**src/rtl/spi_result_responder_pkg.sv**
```systemverilog
`default_nettype none
// ============================================================================
//  spi_result_pkg
//  Shared constants and register-map helper for the SPI result responder.
//  Revision: 1.0
// ============================================================================
package spi_result_pkg;

    localparam logic [1:0] ST_IDLE = 2'd0;
    localparam logic [1:0] ST_CMD  = 2'd1;
    localparam logic [1:0] ST_DATA = 2'd2;

    localparam logic [3:0] OP_READ         = 4'h6;
    localparam logic [3:0] RESULT_BASE     = 4'd8;
    localparam logic [7:0] CMD_READ_RESULT = 8'h68;

    // Result occupies six consecutive addresses, most significant byte first.
    function automatic logic [7:0] map_byte(
        input logic [3:0]  addr,
        input logic [7:0]  id,
        input logic [47:0] snap
    );
        logic [7:0] v;
        v = 8'h00;
        case (addr)
            4'd0:               v = id;
            RESULT_BASE + 4'd0: v = snap[47:40];
            RESULT_BASE + 4'd1: v = snap[39:32];
            RESULT_BASE + 4'd2: v = snap[31:24];
            RESULT_BASE + 4'd3: v = snap[23:16];
            RESULT_BASE + 4'd4: v = snap[15:8];
            RESULT_BASE + 4'd5: v = snap[7:0];
            default:            v = 8'h00;
        endcase
        return v;
    endfunction

endpackage
`default_nettype wire

```
**src/rtl/spi_result_responder_if.sv**
```systemverilog
`default_nettype none
// ============================================================================
//  spi_result_responder_if
//  SPI pin bundle between master and result responder (slave).
//  Revision: 1.0
// ============================================================================
interface spi_result_responder_if;
    logic spi_clk;
    logic cs_n;
    logic spi_mosi;
    logic spi_miso;

    modport master (output spi_clk, output cs_n, output spi_mosi, input  spi_miso);
    modport slave  (input  spi_clk, input  cs_n, input  spi_mosi, output spi_miso);
endinterface
`default_nettype wire

```
**src/rtl/spi_result_responder_sync.sv**
```systemverilog
`default_nettype none
// ============================================================================
//  spi_pin_sync
//  Two-flop synchronizer with registered rise/fall strobes for one SPI pin.
//  Revision: 1.0
// ============================================================================
module spi_pin_sync #(
    parameter logic RESET_VAL = 1'b0
) (
    input  logic i_clk,
    input  logic aresetn,
    input  logic i_pin,
    output logic o_rise,
    output logic o_fall
);

    logic meta_q;
    logic sync_q;
    logic prev_q;
    logic rise_q;
    logic fall_q;

    always_ff @(posedge i_clk or negedge aresetn) begin
        if (!aresetn) begin
            meta_q <= RESET_VAL;
            sync_q <= RESET_VAL;
            prev_q <= RESET_VAL;
            rise_q <= 1'b0;
            fall_q <= 1'b0;
        end else begin
            meta_q <= i_pin;
            sync_q <= meta_q;
            prev_q <= sync_q;
            rise_q <= sync_q & ~prev_q;
            fall_q <= ~sync_q & prev_q;
        end
    end

    assign o_rise = rise_q;
    assign o_fall = fall_q;

endmodule
`default_nettype wire

```
**src/rtl/spi_result_responder.sv**
```systemverilog
`default_nettype none
// ============================================================================
//  spi_result_responder
//  SPI mode-1 slave serving a 16-byte map holding the latest 48-bit result.
//  Revision: 1.0
// ============================================================================
module spi_result_responder
    import spi_result_pkg::*;
#(
    parameter logic [7:0] ID_BYTE = 8'hA5
) (
    input  logic                         i_clk,
    input  logic                         aresetn,
    spi_result_responder_if.slave        spi,
    output logic                         o_intr_n,
    input  logic [47:0]                  i_result,
    input  logic                         i_result_valid,
    output logic                         o_busy,
    output logic                         o_cmd_tick,
    output logic [7:0]                   o_cmd,
    output logic                         o_byte_tick
);

    logic sclk_rise, sclk_fall, cs_rise, cs_fall;

    spi_pin_sync #(.RESET_VAL(1'b0)) u_sclk_sync (
        .i_clk   (i_clk),
        .aresetn (aresetn),
        .i_pin   (spi.spi_clk),
        .o_rise  (sclk_rise),
        .o_fall  (sclk_fall)
    );

    spi_pin_sync #(.RESET_VAL(1'b1)) u_cs_sync (
        .i_clk   (i_clk),
        .aresetn (aresetn),
        .i_pin   (spi.cs_n),
        .o_rise  (cs_rise),
        .o_fall  (cs_fall)
    );

    logic        mosi_meta_q, mosi_q;
    logic [1:0]  state_q, state_d;
    logic [2:0]  bit_cnt_q, bit_cnt_d;
    logic [6:0]  cmd_sr_q, cmd_sr_d;
    logic [7:0]  tx_sr_q, tx_sr_d;
    logic        miso_q, miso_d;
    logic [3:0]  addr_q, addr_d;
    logic        read_q, read_d;
    logic [7:0]  cmd_q, cmd_d;
    logic        cmd_tick_q, cmd_tick_d;
    logic        byte_tick_q, byte_tick_d;
    logic [47:0] snap_q, snap_d;
    logic [47:0] pend_val_q, pend_val_d;
    logic        pend_q, pend_d;
    logic        intr_n_q, intr_n_d;
    logic [7:0]  w_cmd_byte;
    logic [3:0]  w_next_addr;

    assign w_cmd_byte  = {cmd_sr_q, mosi_q};
    assign w_next_addr = addr_q + 4'd1;

    always_comb begin
        state_d     = state_q;
        bit_cnt_d   = bit_cnt_q;
        cmd_sr_d    = cmd_sr_q;
        tx_sr_d     = tx_sr_q;
        miso_d      = miso_q;
        addr_d      = addr_q;
        read_d      = read_q;
        cmd_d       = cmd_q;
        cmd_tick_d  = 1'b0;
        byte_tick_d = 1'b0;
        snap_d      = snap_q;
        pend_val_d  = pend_val_q;
        pend_d      = pend_q;
        intr_n_d    = intr_n_q;

        if (cs_rise) begin
            state_d = ST_IDLE;
            miso_d  = 1'b0;
        end else begin
            case (state_q)
                ST_IDLE: begin
                    if (cs_fall) begin
                        state_d   = ST_CMD;
                        bit_cnt_d = 3'd7;
                        tx_sr_d   = 8'h00;
                    end
                end
                ST_CMD, ST_DATA: begin
                    if (sclk_rise) begin
                        miso_d  = tx_sr_q[7];
                        tx_sr_d = {tx_sr_q[6:0], 1'b0};
                    end
                    if (sclk_fall) begin
                        cmd_sr_d  = w_cmd_byte[6:0];
                        bit_cnt_d = bit_cnt_q - 3'd1;
                        if (bit_cnt_q == 3'd0) begin
                            bit_cnt_d = 3'd7;
                            if (state_q == ST_CMD) begin
                                state_d    = ST_DATA;
                                cmd_d      = w_cmd_byte;
                                cmd_tick_d = 1'b1;
                                if (w_cmd_byte[7:4] == OP_READ) begin
                                    read_d   = 1'b1;
                                    addr_d   = w_cmd_byte[3:0];
                                    tx_sr_d  = map_byte(w_cmd_byte[3:0], ID_BYTE, snap_q);
                                    intr_n_d = 1'b1;
                                end else begin
                                    read_d  = 1'b0;
                                    tx_sr_d = 8'hFF;
                                end
                            end else begin
                                byte_tick_d = 1'b1;
                                if (read_q) begin
                                    addr_d  = w_next_addr;
                                    tx_sr_d = map_byte(w_next_addr, ID_BYTE, snap_q);
                                end else begin
                                    tx_sr_d = 8'hFF;
                                end
                            end
                        end
                    end
                end
                default: state_d = ST_IDLE;
            endcase
        end

        // Snapshot only changes in IDLE; anything arriving mid-burst is parked.
        if (state_q == ST_IDLE) begin
            if (i_result_valid) begin
                snap_d   = i_result;
                intr_n_d = 1'b0;
                pend_d   = 1'b0;
            end else if (pend_q) begin
                snap_d   = pend_val_q;
                intr_n_d = 1'b0;
                pend_d   = 1'b0;
            end
        end else if (i_result_valid) begin
            pend_val_d = i_result;
            pend_d     = 1'b1;
        end
    end

    always_ff @(posedge i_clk or negedge aresetn) begin
        if (!aresetn) begin
            mosi_meta_q <= 1'b0;
            mosi_q      <= 1'b0;
            state_q     <= ST_IDLE;
            bit_cnt_q   <= 3'd7;
            cmd_sr_q    <= 7'd0;
            tx_sr_q     <= 8'h00;
            miso_q      <= 1'b0;
            addr_q      <= 4'd0;
            read_q      <= 1'b0;
            cmd_q       <= 8'h00;
            cmd_tick_q  <= 1'b0;
            byte_tick_q <= 1'b0;
            snap_q      <= 48'd0;
            pend_val_q  <= 48'd0;
            pend_q      <= 1'b0;
            intr_n_q    <= 1'b1;
        end else begin
            mosi_meta_q <= spi.spi_mosi;
            mosi_q      <= mosi_meta_q;
            state_q     <= state_d;
            bit_cnt_q   <= bit_cnt_d;
            cmd_sr_q    <= cmd_sr_d;
            tx_sr_q     <= tx_sr_d;
            miso_q      <= miso_d;
            addr_q      <= addr_d;
            read_q      <= read_d;
            cmd_q       <= cmd_d;
            cmd_tick_q  <= cmd_tick_d;
            byte_tick_q <= byte_tick_d;
            snap_q      <= snap_d;
            pend_val_q  <= pend_val_d;
            pend_q      <= pend_d;
            intr_n_q    <= intr_n_d;
        end
    end

    assign spi.spi_miso = miso_q;
    assign o_intr_n     = intr_n_q;
    assign o_busy       = (state_q != ST_IDLE);
    assign o_cmd_tick   = cmd_tick_q;
    assign o_cmd        = cmd_q;
    assign o_byte_tick  = byte_tick_q;

endmodule
`default_nettype wire

```
**src/flat_wrapper.sv**
```systemverilog
// flat-port wrapper written by rule: the top's interface ports become plain ports
module spi_result_responder_flat import spi_result_pkg::*;
#(
    parameter logic [7:0] ID_BYTE = 8'hA5
)
  (i_clk, aresetn, o_intr_n, i_result, i_result_valid, o_busy, o_cmd_tick, o_cmd, o_byte_tick, spi_spi_clk, spi_cs_n, spi_spi_mosi, spi_spi_miso);
  spi_result_responder_if spi_i ();
  input  logic i_clk;
  input  logic aresetn;
  output logic o_intr_n;
  input  logic [47:0] i_result;
  input  logic i_result_valid;
  output logic o_busy;
  output logic o_cmd_tick;
  output logic [7:0] o_cmd;
  output logic o_byte_tick;
  input wire logic [$bits(spi_i.spi_clk)-1:0] spi_spi_clk;
  input wire logic [$bits(spi_i.cs_n)-1:0] spi_cs_n;
  input wire logic [$bits(spi_i.spi_mosi)-1:0] spi_spi_mosi;
  output wire logic [$bits(spi_i.spi_miso)-1:0] spi_spi_miso;
  assign spi_i.spi_clk = spi_spi_clk;
  assign spi_i.cs_n = spi_cs_n;
  assign spi_i.spi_mosi = spi_spi_mosi;
  assign spi_spi_miso = spi_i.spi_miso;
  spi_result_responder #(.ID_BYTE(ID_BYTE)) u_core (.i_clk(i_clk), .aresetn(aresetn), .spi(spi_i), .o_intr_n(o_intr_n), .i_result(i_result), .i_result_valid(i_result_valid), .o_busy(o_busy), .o_cmd_tick(o_cmd_tick), .o_cmd(o_cmd), .o_byte_tick(o_byte_tick));
endmodule
```
**config.mk**
```make
export PLATFORM = sky130hd
export DESIGN_NAME = spi_result_responder_flat
export DESIGN_NICKNAME = d
export VERILOG_FILES = /design/src/rtl/spi_result_responder_pkg.sv /design/src/rtl/spi_result_responder_if.sv /design/src/rtl/spi_result_responder_sync.sv /design/src/rtl/spi_result_responder.sv /design/src/flat_wrapper.sv
export SDC_FILE = /design/constraint.sdc
export NUM_CORES = 1
export LEC_CHECK = 0
export ABC_CLOCK_PERIOD_IN_PS = 2700
export CAP_MARGIN = 10
export CORE_MARGIN = 10
export CORE_UTILIZATION = 50
export CTS_CLUSTER_SIZE = 40
export DETAILED_ROUTE_END_ITERATION = 7
export GPL_ROUTABILITY_DRIVEN = 1
export PLACE_DENSITY_LB_ADDON = 0.12
export SKIP_CTS_REPAIR_TIMING = 1
export SLEW_MARGIN = 25
export SYNTH_ARGS = -nofsm -noshare
export SYNTH_HDL_FRONTEND = slang
export SYNTH_SLANG_ARGS = --single-unit
export TNS_END_PERCENT = 20
```
**constraint.sdc**
```tcl
create_clock -name i_clk -period 2.7 [get_ports i_clk]
set_input_delay 0.54 -clock i_clk [delete_from_list [all_inputs] [get_ports i_clk]]
set_output_delay 0.54 -clock i_clk [all_outputs]
set_load 0.02 [all_outputs]
```
==> run metrics <==
Mapped Nets=732; Fin. Hold Viols=0; final clock period utilization by the worst path=95.0%; Critical Path Source Type=register; Die Area=20,100 um2; Die Height=142 um; internal power=0.00537 W; Via Count=5,470; Synth Area in Adders=between 1.5 and 2%; grt ovf=0; simple-gate share of the synthesized area=under 10%; IO buf count=66; Cell Area, Synth=~7400 um2; fin worst setup slack=0.134 ns; RSZ-0062 raised after global routing=false; Tmin final=2.57 ns; crit path DAT=2.03 ns; critical path type=register to output pin; Data required, critical path=2.16 ns; CTS clk-pin slew, worst paths=0.06 ns; sequential share of power=47.0%; num ports=67; Synth Warn #=0; P&R area growth vs syn=20.3%; post-synthesis xor/xnor area fraction=0.236%; Min-Delay Path Class=input port to asynchronous set/reset pin; status=completed; Slew @ Worst Pin=about 0.7 ns; post-synthesis compound-gate area fraction=~16%; pre-CTS setup slack=0.368 ns; Starting Density=51.0%; Seq/Total Area, Yosys=approximately half; Avg Vias per Cell=5.89; Root Driver=clkbuf_16; combinational share of power=~23%; Detailed Route Iter0 Violations=roughly 430; CTS Buf Count=17; TNS Setup=0 ns; Clk pwr share=30.2%; dpl cells=896; Post-Route WL=18,700 um; switching pwr=about 0.0026 W; H-tree levels=4; post-synth cell types=73; Worst-Skew Late Latency=0.43 ns; pin count of the biggest net entering global routing=61; final weighted congestion in routability-driven placement=0.977; row count=44; number of synthesized flops with an enable pin=0; power density over the cells=895 nW/um2; register bit count reported by yosys=146; mux share of post-synthesis cell area=about a fifth; share of cells above drive strength 1=between 10% and 20%; wire length per cell=20.2 um; Util after Layout=61.3%; DR pass1 iterations=7; Leak=3.86 nW; Detailed Place HPWL=approximately 14,000 um; Pins Over Slew Limit=0; initial antenna violation count=0; vias in the first global route=between 5k and 6k; Final Setup Violations=0; Tot Pwr=0.00798 W; main combinational cell family by area after synthesis=multiplexers; Fmax=roughly 400 MHz; Synth Flop Type=dfrtp_1; Routed Antenna Nets=0; die width=roughly 140 um; cells after synthesis=669; Post-Syn Area per Cell=11.1 um2; # nets final=794; non-filler cells, final=928; skew final=0.0186 ns; Worst Path Max Fanout=5; # diodes=0; All-Layer GR Usage=19.1%; drt drc=0; clock sink count=around 150; Max Root-Sink Buffers=2; CP endpoint kind=output pin; CTS tree=built; first-pass GRT wire length=30,600 um; Sw Share=32.6%; Peak VDD IR=0.541 mV; max-cap violations=0; Max-slew headroom=53.8%; Post-synth ARST share=100%; total core area=around 15,000 um2
[final cells by class]
type	instances	area, um2
well taps	184	230
fillers	1217	5620
repair buffers	90	850
multi-input cells	464	3510
flip-flops and latches	146	3660
clock buffers	25	515
inverters	12	45.0
clock inverters	7	97.6
[critical path: stages (launching register included)]
cell             delay (ns)
dfrtp_1                0.40
inv_1                  0.07
ha_1                   0.39
inv_1                  0.17
clkdlybuf4s50_1        0.58
[logic make-up (layout without fill, tap and decap cells)]
logic type	after synthesis	count (layout)
AO/OA/AOI/OAI	172	172
XOR/XNOR	2	2
adder cells (fa/ha/maj)	9	9
buffers and inverters	59	134
flip-flops	146	146
multiplexers	133	133
AND/OR/NAND/NOR	148	148
[registers in the layout (all words and copies together), names as in the netlist, 2 cells and up]
register,count
u_core.snap_q,48
u_core.state_q,2
u_core.tx_sr_q,8
u_core.cmd_sr_q,7
u_core.pend_val_q,48
u_core.addr_q,4
u_core.o_cmd,8
u_core.bit_cnt_q,3
[path summary, 6_finish.rpt]
path / from / cells past startpoint / slack (ns) / end
max in group asynchronous: aresetn / 2 / 1.86 / u_core.u_cs_sync.prev_q$_DFF_PN1_
max: u_core.state_q[0]$_DFFE_PN0P_ / 4 / 0.13 / o_busy
max reg2reg: u_core.addr_q[1]$_DFFE_PN0P_ / 7 / 0.31 / u_core.tx_sr_q[0]$_DFFE_PN0P_
min: aresetn / 1 / 0.01 / u_core.o_cmd_tick$_DFF_PN0_
min reg2reg: u_core.u_sclk_sync.meta_q$_DFF_PN0_ / 0 / 0.35 / u_core.u_sclk_sync.sync_q$_DFF_PN0_
min in group i_clk: u_core.u_sclk_sync.meta_q$_DFF_PN0_ / 0 / 0.35 / u_core.u_sclk_sync.sync_q$_DFF_PN0_
[cells in the final DEF, fill, tap and decap left out, drive strengths merged, types with 13 or more instances in the layout]
cell type,netlist,routed
dfrtp,139,139
nor2,19,19
buf,22,26
mux2,70,70
a22oi,14,14
a21oi,21,21
o21ai,67,67
nand3,13,13
nand2,69,69
clkdlybuf4s50,0,64
clkbuf,25,25
mux2i,59,59
[stage by stage]
step                hold slack, ns  area (um2)
floorplan                    0.244        7410
global route                0.0258        8910
detailed placement           0.335        8300
CTS                         0.0106        8910
global placement             0.336        8300
finish                      0.0101        8910
[power by group through the flow]
| stage | Sequential, W | Clock, W | Combinational, W |
|---|---|---|---|
| detailed placement | 0.00376 | 0 | 0.00182 |
| global route | 0.00385 | 0.00254 | 0.00205 |
| finish | 0.00375 | 0.00241 | 0.00182 |
| floorplan | 0.00337 | 0 | 0.00143 |
| CTS | 0.00373 | 0.00246 | 0.00184 |
| global placement | 0.00373 | 0 | 0.00176 |
[cell usage after synthesis (3+ instances only)]
library cell,instances,area share [%]
a211oi_1,11,1.1
a21boi_1,3,0.30
a21oi_1,20,1.4
a221oi_1,4,0.47
a22o_1,7,0.83
a22oi_1,14,1.4
a311o_1,3,0.41
a32oi_1,3,0.35
and3_1,3,0.25
buf_2,19,1.3
clkbuf_1,25,1.3
dfrtp_1,139,47
dfstp_2,7,2.5
ha_1,9,1.5
inv_1,10,0.51
mux2_1,68,10
mux2i_1,59,8.0
mux4_2,4,1.2
nand2_1,68,3.4
nand2b_1,3,0.25
nand3_1,13,0.88
nand3b_1,6,0.61
nand4b_1,3,0.35
nor2_1,18,0.91
nor2b_1,10,0.84
nor3_1,7,0.47
o21ai_0,12,0.81
o21ai_1,55,3.7
o22ai_1,3,0.25
o31ai_1,3,0.30
or3_1,3,0.25
[routing by layer]
| layer | global-route usage [%] | vias to the layer above | wire length, um |
|---|---|---|---|
| li1 | - | 2583 | - |
| met1 | 24.8 | 2691 | 8530 |
| met2 | 29.9 | 167 | 8700 |
| met3 | 4.84 | 29 | 1060 |
| met4 | 7.21 | 0 | 423 |
| met5 | 0 | - | 0 |
No activity file was read; power rests on OpenSTA's default activity.
